[src/rtl/multi_slow_clk.sv]
// Multi-channel slow-clock tick/PWM generator.
// Double-buffered config, applied only at a channel's period boundary.
module multi_slow_clk #(
  parameter int CHANNELS    = 2,
  parameter int WIDTH       = 16,
  parameter int DEFAULT_DIV = 2,
  parameter int CHW         = 1
) (
  input  logic                original_clk,
  input  logic                reset,
  input  logic                sync,
  input  logic                cfg_valid,
  output logic                cfg_ready,
  input  logic [CHW-1:0]      cfg_ch,
  input  logic [WIDTH-1:0]    cfg_div,
  input  logic [WIDTH-1:0]    cfg_duty,
  input  logic                cfg_mode,
  input  logic                cfg_en,
  output logic [CHANNELS-1:0] tick,
  output logic [CHANNELS-1:0] pwm
);

  localparam logic [WIDTH-1:0] DEF_DIV = WIDTH'(DEFAULT_DIV);

  logic [CHANNELS-1:0][WIDTH-1:0] cnt_q, cnt_d;
  logic [CHANNELS-1:0][WIDTH-1:0] div_q, div_d;
  logic [CHANNELS-1:0][WIDTH-1:0] duty_q, duty_d;
  logic [CHANNELS-1:0]            mode_q, mode_d;
  logic [CHANNELS-1:0]            en_q, en_d;

  logic             pend_vld_q, pend_vld_d;
  logic [CHW-1:0]   pend_ch_q, pend_ch_d;
  logic [WIDTH-1:0] pend_div_q, pend_div_d;
  logic [WIDTH-1:0] pend_duty_q, pend_duty_d;
  logic             pend_mode_q, pend_mode_d;
  logic             pend_en_q, pend_en_d;
  logic             rdy_q, rdy_d;

  logic                accept;
  logic                drop;
  logic [CHANNELS-1:0] apply_v;

  assign cfg_ready = rdy_q;

  always_comb begin
    cnt_d   = cnt_q;
    div_d   = div_q;
    duty_d  = duty_q;
    mode_d  = mode_q;
    en_d    = en_q;
    apply_v = '0;
    tick    = '0;
    pwm     = '0;
    accept  = cfg_valid & rdy_q;
    drop    = pend_vld_q & (int'(pend_ch_q) >= CHANNELS);

    for (int i = 0; i < CHANNELS; i++) begin
      // outputs gated by reset so they fall without waiting for an edge
      tick[i] = ~reset & en_q[i] & (cnt_q[i] == div_q[i]);
      pwm[i]  = ~reset & en_q[i] & mode_q[i]
                & (cnt_q[i] < duty_q[i]);
      apply_v[i] = pend_vld_q & (int'(pend_ch_q) == i)
                   & (sync | ~en_q[i] | (cnt_q[i] >= div_q[i]));
      if (apply_v[i]) begin
        cnt_d[i]  = '0;
        div_d[i]  = pend_div_q;
        duty_d[i] = pend_duty_q;
        mode_d[i] = pend_mode_q;
        en_d[i]   = pend_en_q;
      end else if (~en_q[i] | sync | (cnt_q[i] >= div_q[i])) begin
        cnt_d[i] = '0;
      end else begin
        cnt_d[i] = cnt_q[i] + WIDTH'(1);
      end
    end

    pend_vld_d  = pend_vld_q;
    pend_ch_d   = pend_ch_q;
    pend_div_d  = pend_div_q;
    pend_duty_d = pend_duty_q;
    pend_mode_d = pend_mode_q;
    pend_en_d   = pend_en_q;
    if (drop | (|apply_v)) pend_vld_d = 1'b0;
    if (accept) begin
      pend_vld_d  = 1'b1;
      pend_ch_d   = cfg_ch;
      pend_div_d  = cfg_div;
      pend_duty_d = cfg_duty;
      pend_mode_d = cfg_mode;
      pend_en_d   = cfg_en;
    end

    // ready returns one cycle after the slot empties
    rdy_d = rdy_q;
    if (accept) rdy_d = 1'b0;
    else if (~rdy_q & ~pend_vld_q) rdy_d = 1'b1;
  end

  always_ff @(posedge original_clk or posedge reset) begin
    if (reset) begin
      cnt_q       <= '0;
      div_q       <= {CHANNELS{DEF_DIV}};
      duty_q      <= '0;
      mode_q      <= '0;
      en_q        <= '1;
      pend_vld_q  <= 1'b0;
      pend_ch_q   <= '0;
      pend_div_q  <= '0;
      pend_duty_q <= '0;
      pend_mode_q <= 1'b0;
      pend_en_q   <= 1'b0;
      rdy_q       <= 1'b1;
    end else begin
      cnt_q       <= cnt_d;
      div_q       <= div_d;
      duty_q      <= duty_d;
      mode_q      <= mode_d;
      en_q        <= en_d;
      pend_vld_q  <= pend_vld_d;
      pend_ch_q   <= pend_ch_d;
      pend_div_q  <= pend_div_d;
      pend_duty_q <= pend_duty_d;
      pend_mode_q <= pend_mode_d;
      pend_en_q   <= pend_en_d;
      rdy_q       <= rdy_d;
    end
  end

endmodule

[config.mk]
export PLATFORM = sky130hd
export DESIGN_NAME = multi_slow_clk
export DESIGN_NICKNAME = d
export VERILOG_FILES = /design/src/rtl/multi_slow_clk.sv
export SDC_FILE = /design/constraint.sdc
export NUM_CORES = 1
export LEC_CHECK = 0
export ABC_AREA = 0
export ABC_CLOCK_PERIOD_IN_PS = 8700
export BUFFER_PORTS_ARGS = -buffer_cell sky130_fd_sc_hd__buf_2
export CAP_MARGIN = 25
export CORE_UTILIZATION = 65
export CTS_BUF_LIST = sky130_fd_sc_hd__clkbuf_16
export CTS_CLUSTER_DIAMETER = 80
export DETAILED_ROUTE_END_ITERATION = 10
export GPL_TIMING_DRIVEN = 1
export PLACE_DENSITY_LB_ADDON = 0.25
export SYNTH_ARGS = -nofsm -noshare
export SYNTH_HDL_FRONTEND = slang
export SYNTH_SLANG_ARGS = --single-unit
[constraint.sdc]
create_clock -name original_clk -period 8.7 [get_ports original_clk]
set_clock_uncertainty 0.15 [all_clocks]
set_input_delay 0.435 -clock original_clk [delete_from_list [all_inputs] [get_ports original_clk]]
set_output_delay 0.435 -clock original_clk [all_outputs]
set_load 0.01 [all_outputs]
# ---- After elaboration in Yosys (flattened, before gate mapping)
# Cells that the tools add are included.
dict set report totals {
  reg_bits 137
  input_bits 39
  output_inout_bits 5
}
dict set report classes {
  n_addsub 2
  magnitude_cmp 4
  n_eq_ne 2
  muxes 8
  bitwise_logic 24
  n_reduce_logical 3
}
# operator n
set op_table {}
lappend op_table {{$mux 16} 4}
lappend op_table {{$add 16x1->16 const B} 2}
lappend op_table {{$eq 16x16->1} 2}
lappend op_table {{$ge 16x16->1} 2}
lappend op_table {{$lt 16x16->1} 2}
lappend op_table {{$and 1x1->1} 14}
lappend op_table {{$not 1->1} 6}
lappend op_table {{$mux 1} 4}
lappend op_table {{$or 1x1->1} 4}
lappend op_table {{$reduce_bool 2->1} 2}
lappend op_table {{$reduce_or 2->1} 1}

# ---- Longest topological paths before layout
dict set report depth {
  depth_word 7
  depth_mapped 8
  mapped_depth_nobuf 7
}

# ---- Worst setup path after synthesis
# No wires, ideal clock.
dict set report synth_path {
  path_kind {flip-flop to flip-flop}
  startpoint {reg cnt_q[14] in the netlist's numbering}
  endpoint {reg div_q[15] in the netlist's numbering}
  setup_time_ps 125
  t_arrival_ps 2837
  slack_ps 5588
  stages_incl_launch_ff 8
  path_buffers 1
  path_cell_list {dfrtp_1 ha_1 nand4_1 or4_1 or4_4 a311oi_4 buf_6 mux2_2}
}
dict set report synth_between {
  elab_chain_cells 3
}
# item line
set synth_rtl {}
lappend synth_rtl {{from (decl)} 25} ;# logic [CHANNELS-1:0][WIDTH-1:0] cnt_q, cnt_d;
lappend synth_rtl {{from (signal assigned)} 114} ;# cnt_q <= cnt_d;
lappend synth_rtl {{$ge 16x16->1} 63} ;# & (sync | ~en_q[i] | (cnt_q[i] >= div_q[i]));
lappend synth_rtl {{$or 1x1->1} 63}
lappend synth_rtl {{$and 1x1->1} 63}
lappend synth_rtl {{to (signal assigned)} 102} ;# div_q <= {CHANNELS{DEF_DIV}};
lappend synth_rtl {{to (signal assigned)} 115} ;# div_q <= div_d;
lappend synth_rtl {{to (decl)} 26} ;# logic [CHANNELS-1:0][WIDTH-1:0] div_q, div_d;
# No other way between the ends.
# A chain may end at the register's enable or synchronous reset.

# ---- Worst setup path after layout
dict set report layout_path {
  startpoint {reg cnt_q[14] in the netlist's numbering}
  endpoint {reg div_q[11] in the netlist's numbering}
}
# The elaborated chain is that of the path after synthesis.

==> run_results.csv <==
group,metric,value,unit
setup_path,endpoint_kind,"register",
clock_tree,clk_latency,0.42,ns
timing,slew_headroom,39.9,%
setup_path,rr_startpoint,"cnt_q[14]",
yosys,syn_inst,590,
finish,mostFrequentLayoutCells,"dfrtp_1 (132), mux2_2 (101), inv_1 (67)",
grt,grt_pass1_wl,24400,um
timing,setup_viol,0,
clock_tree,cts_buffers,17,
floorplanning,die_area,11200,um2
detailed_routing,avgViaCountPerCell,5.82,
timing,period_needed,3.47,ns
yosys,async_flop_share,100,%
floorplanning,rows,37,
yosys,synthFlopType,"dfrtp_1",
finish,fin_area,7930,um2
yosys,yosys_warnings,0,
timing,hold_ws,0.0639,ns
floorplanning,dieWidth,106,um
yosys,syn-num-nets,693,
detailed_routing,wire_per_inst,18.7,um
finish,fillers,677,
setup_path,path_class,"register to register",
grt,grt_overflow,0,
detailed_routing,drc_errors,0,
floorplanning,start_util,67.4,%
floorplanning,ioPinCount,44,
finish,final_cells,794,
timing,fin_crit_sh,39.9,%
timing,finalMaxSlewViolations,0,
power,powerDensity,329,nW/um2
clock_tree,clockBufferDepth,2,
floorplanning,coreArea,10400,um2
yosys,synth_cell_types,37,
timing,rsz0062_at_grt,"false",
setup_path,r2r_cells,7,
timing,setup_tns,0,ns
yosys,ys_seq_area_share,49.1,%
setup_path,worst-path-max-fanout,34,
yosys,netlist_area,6990,um2
timing,max_freq,0.288,GHz
clock_tree,cts_htree_levels,4,
finish,multi_input_area,3230,um2
placement,dp_hpwl,10700,um
power,vdd_drop_max,207,uV
detailed_routing,ant_nets,0,
clock_tree,cts.clk_slew.worst_paths,0.06,ns
finish,regArea,3430,um2
timing,hold_violations,0,
yosys,synth_edf_count,0,
placement,place_congestion,0.876,
setup_path,r2r-end,"div_q[11]",
clock_tree,postCtsHoldBufs,0,
finish,mostFrequentLayoutCell,"dfrtp_1",
finish,nets,748,
placement,dp_cells,760,
floorplanning,fp.dieH,106,um
outcome,status,"completed",
hold_path,hold_path_class,"input port to async pin",
finish,area_growth,13.5,%
detailed_routing,vias,4624,
detailed_routing,wl,14900,um
yosys,ys_ff_latch,137,
setup_path,crit_required,8.85,ns
finish,drive_above_1_share,28.4,%
placement,port_buffers,43,
grt,grt_max_degree,82,
setup_path,start_kind,"register",
flow_run,cap_violations,0,
finish,n_antenna_cell,0,
grt,grt_usage,29.4,%
detailed_routing,drt-initial-drc-count,319,
clock_tree,cts_resized,0,
clock_tree,cts_root_buf,"clkbuf_16",
detailed_routing,first_pass_iters,4,
grt,antenna_found_initial,0,
clock_tree,cts.sinks,137,
timing,worst_pin_slew,0.878,ns
grt,grt_pass1_vias,4847,
clock_tree,cts_setup_buffers,0,
setup_path,reg2reg_slack,5.23,ns
yosys,avgSynthCellArea,11.9,um2
power,cellLeakagePower,3.83,nW
placement,place_area,7320,um2
clock_tree,tritoncts,"done",
setup_path,crit_arrival,3.62,ns
==> layer usage <==
metal,part of all wire (%),GRT usage (%),vias up
li1,-,-,2165
met1,45,39.2,2310
met2,48,45.3,114
met3,4.3,7.79,35
met4,2.9,12.9,0
met5,0,0,-
==> how the worst max path moves through the flow <==
stage / slack [ns] / endpoint / from
global placement: 5.07 / div_q[18] / cnt_q[28]
finish: 5.23 / div_q[11] / cnt_q[14]
global route: 5.15 / duty_q[6] / cnt_q[14]
detailed placement: 5.02 / duty_q[26] / cnt_q[29]
floorplan: 4.46 / cnt_q[0] / reset
CTS: 4.96 / div_q[19] / cnt_q[29]
==> worst max-delay path: stages (launching register included) <==
cell      delay, ns
dfrtp_1        0.43
ha_1           0.35
nand4_1        0.18
or4_1          0.60
or4_4          0.59
a311oi_4       0.21
buf_4          0.43
mux2_2         0.40
==> cells by family after synthesis <==
logic type / count (synthesis) / synth area share [%]
and+or+nand+nor: 131 / 9.77
xor gates and xnor gates: 28 / 3.51
DFF: 137 / 49.1
buffers and inverters: 79 / 4.72
muxes: 103 / 16.6
AOI/OAI and AO/OA: 48 / 4.85
adders and majority gates: 64 / 11.5
==> flip-flops by register name (all words and copies together) (netlist names), 2 cells and up <==
register and count:
mode_q 2, div_q 32, cnt_q 32, duty_q 32, pend_duty_q 16, pend_div_q 16
en_q 2
==> through the flow <==
step	util, %	setup slack, ns	power (mW)
6_report	76.5	5.23	2.61
5_1_grt	76.5	5.15	2.77
4_1_cts	76.0	4.96	2.60
3_5_place_dp	70.6	5.02	1.91
3_3_place_gp	70.6	5.07	1.84
2_1_floorplan	-	4.46	1.67
==> cells in the mapped netlist (6+ instances only) <==
library cell | n | area [um2]
nand2_1 | 18 | 67.6
nand4_1 | 21 | 131
a21o_1 | 8 | 60.1
nand3_1 | 9 | 45.0
mux2_2 | 101 | 1140
o21ai_0 | 7 | 35.0
a21oi_1 | 16 | 80.1
nor3_1 | 7 | 35.0
clkbuf_1 | 6 | 22.5
and2_1 | 8 | 50.1
xnor2_1 | 12 | 105
ha_1 | 64 | 801
dfrtp_1 | 132 | 3300
nor2_1 | 43 | 161
xor2_1 | 16 | 140
inv_1 | 67 | 251
o211ai_1 | 6 | 45.0
==> power breakdown <==
| part | internal, mW | switching (mW) | total, mW |
|---|---|---|---|
| logic | 0.429 | 0.378 | 0.807 |
| registers | 0.909 | 0.211 | 1.12 |
| clock network | 0.415 | 0.268 | 0.684 |
| total | 1.75 | 0.857 | 2.61 |
==> area by class of cell <==
type                       instances  share of cell area (%)
sequential                       137                    43.3
inverter                          67                    3.20
tap                              136                    2.14
multi-input combinational        374                    40.7
timing repair buffer              48                    3.60
clock buffer                      17                    5.36
clock inverter                    15                    1.72
Power figures use the tool's default switching activity.
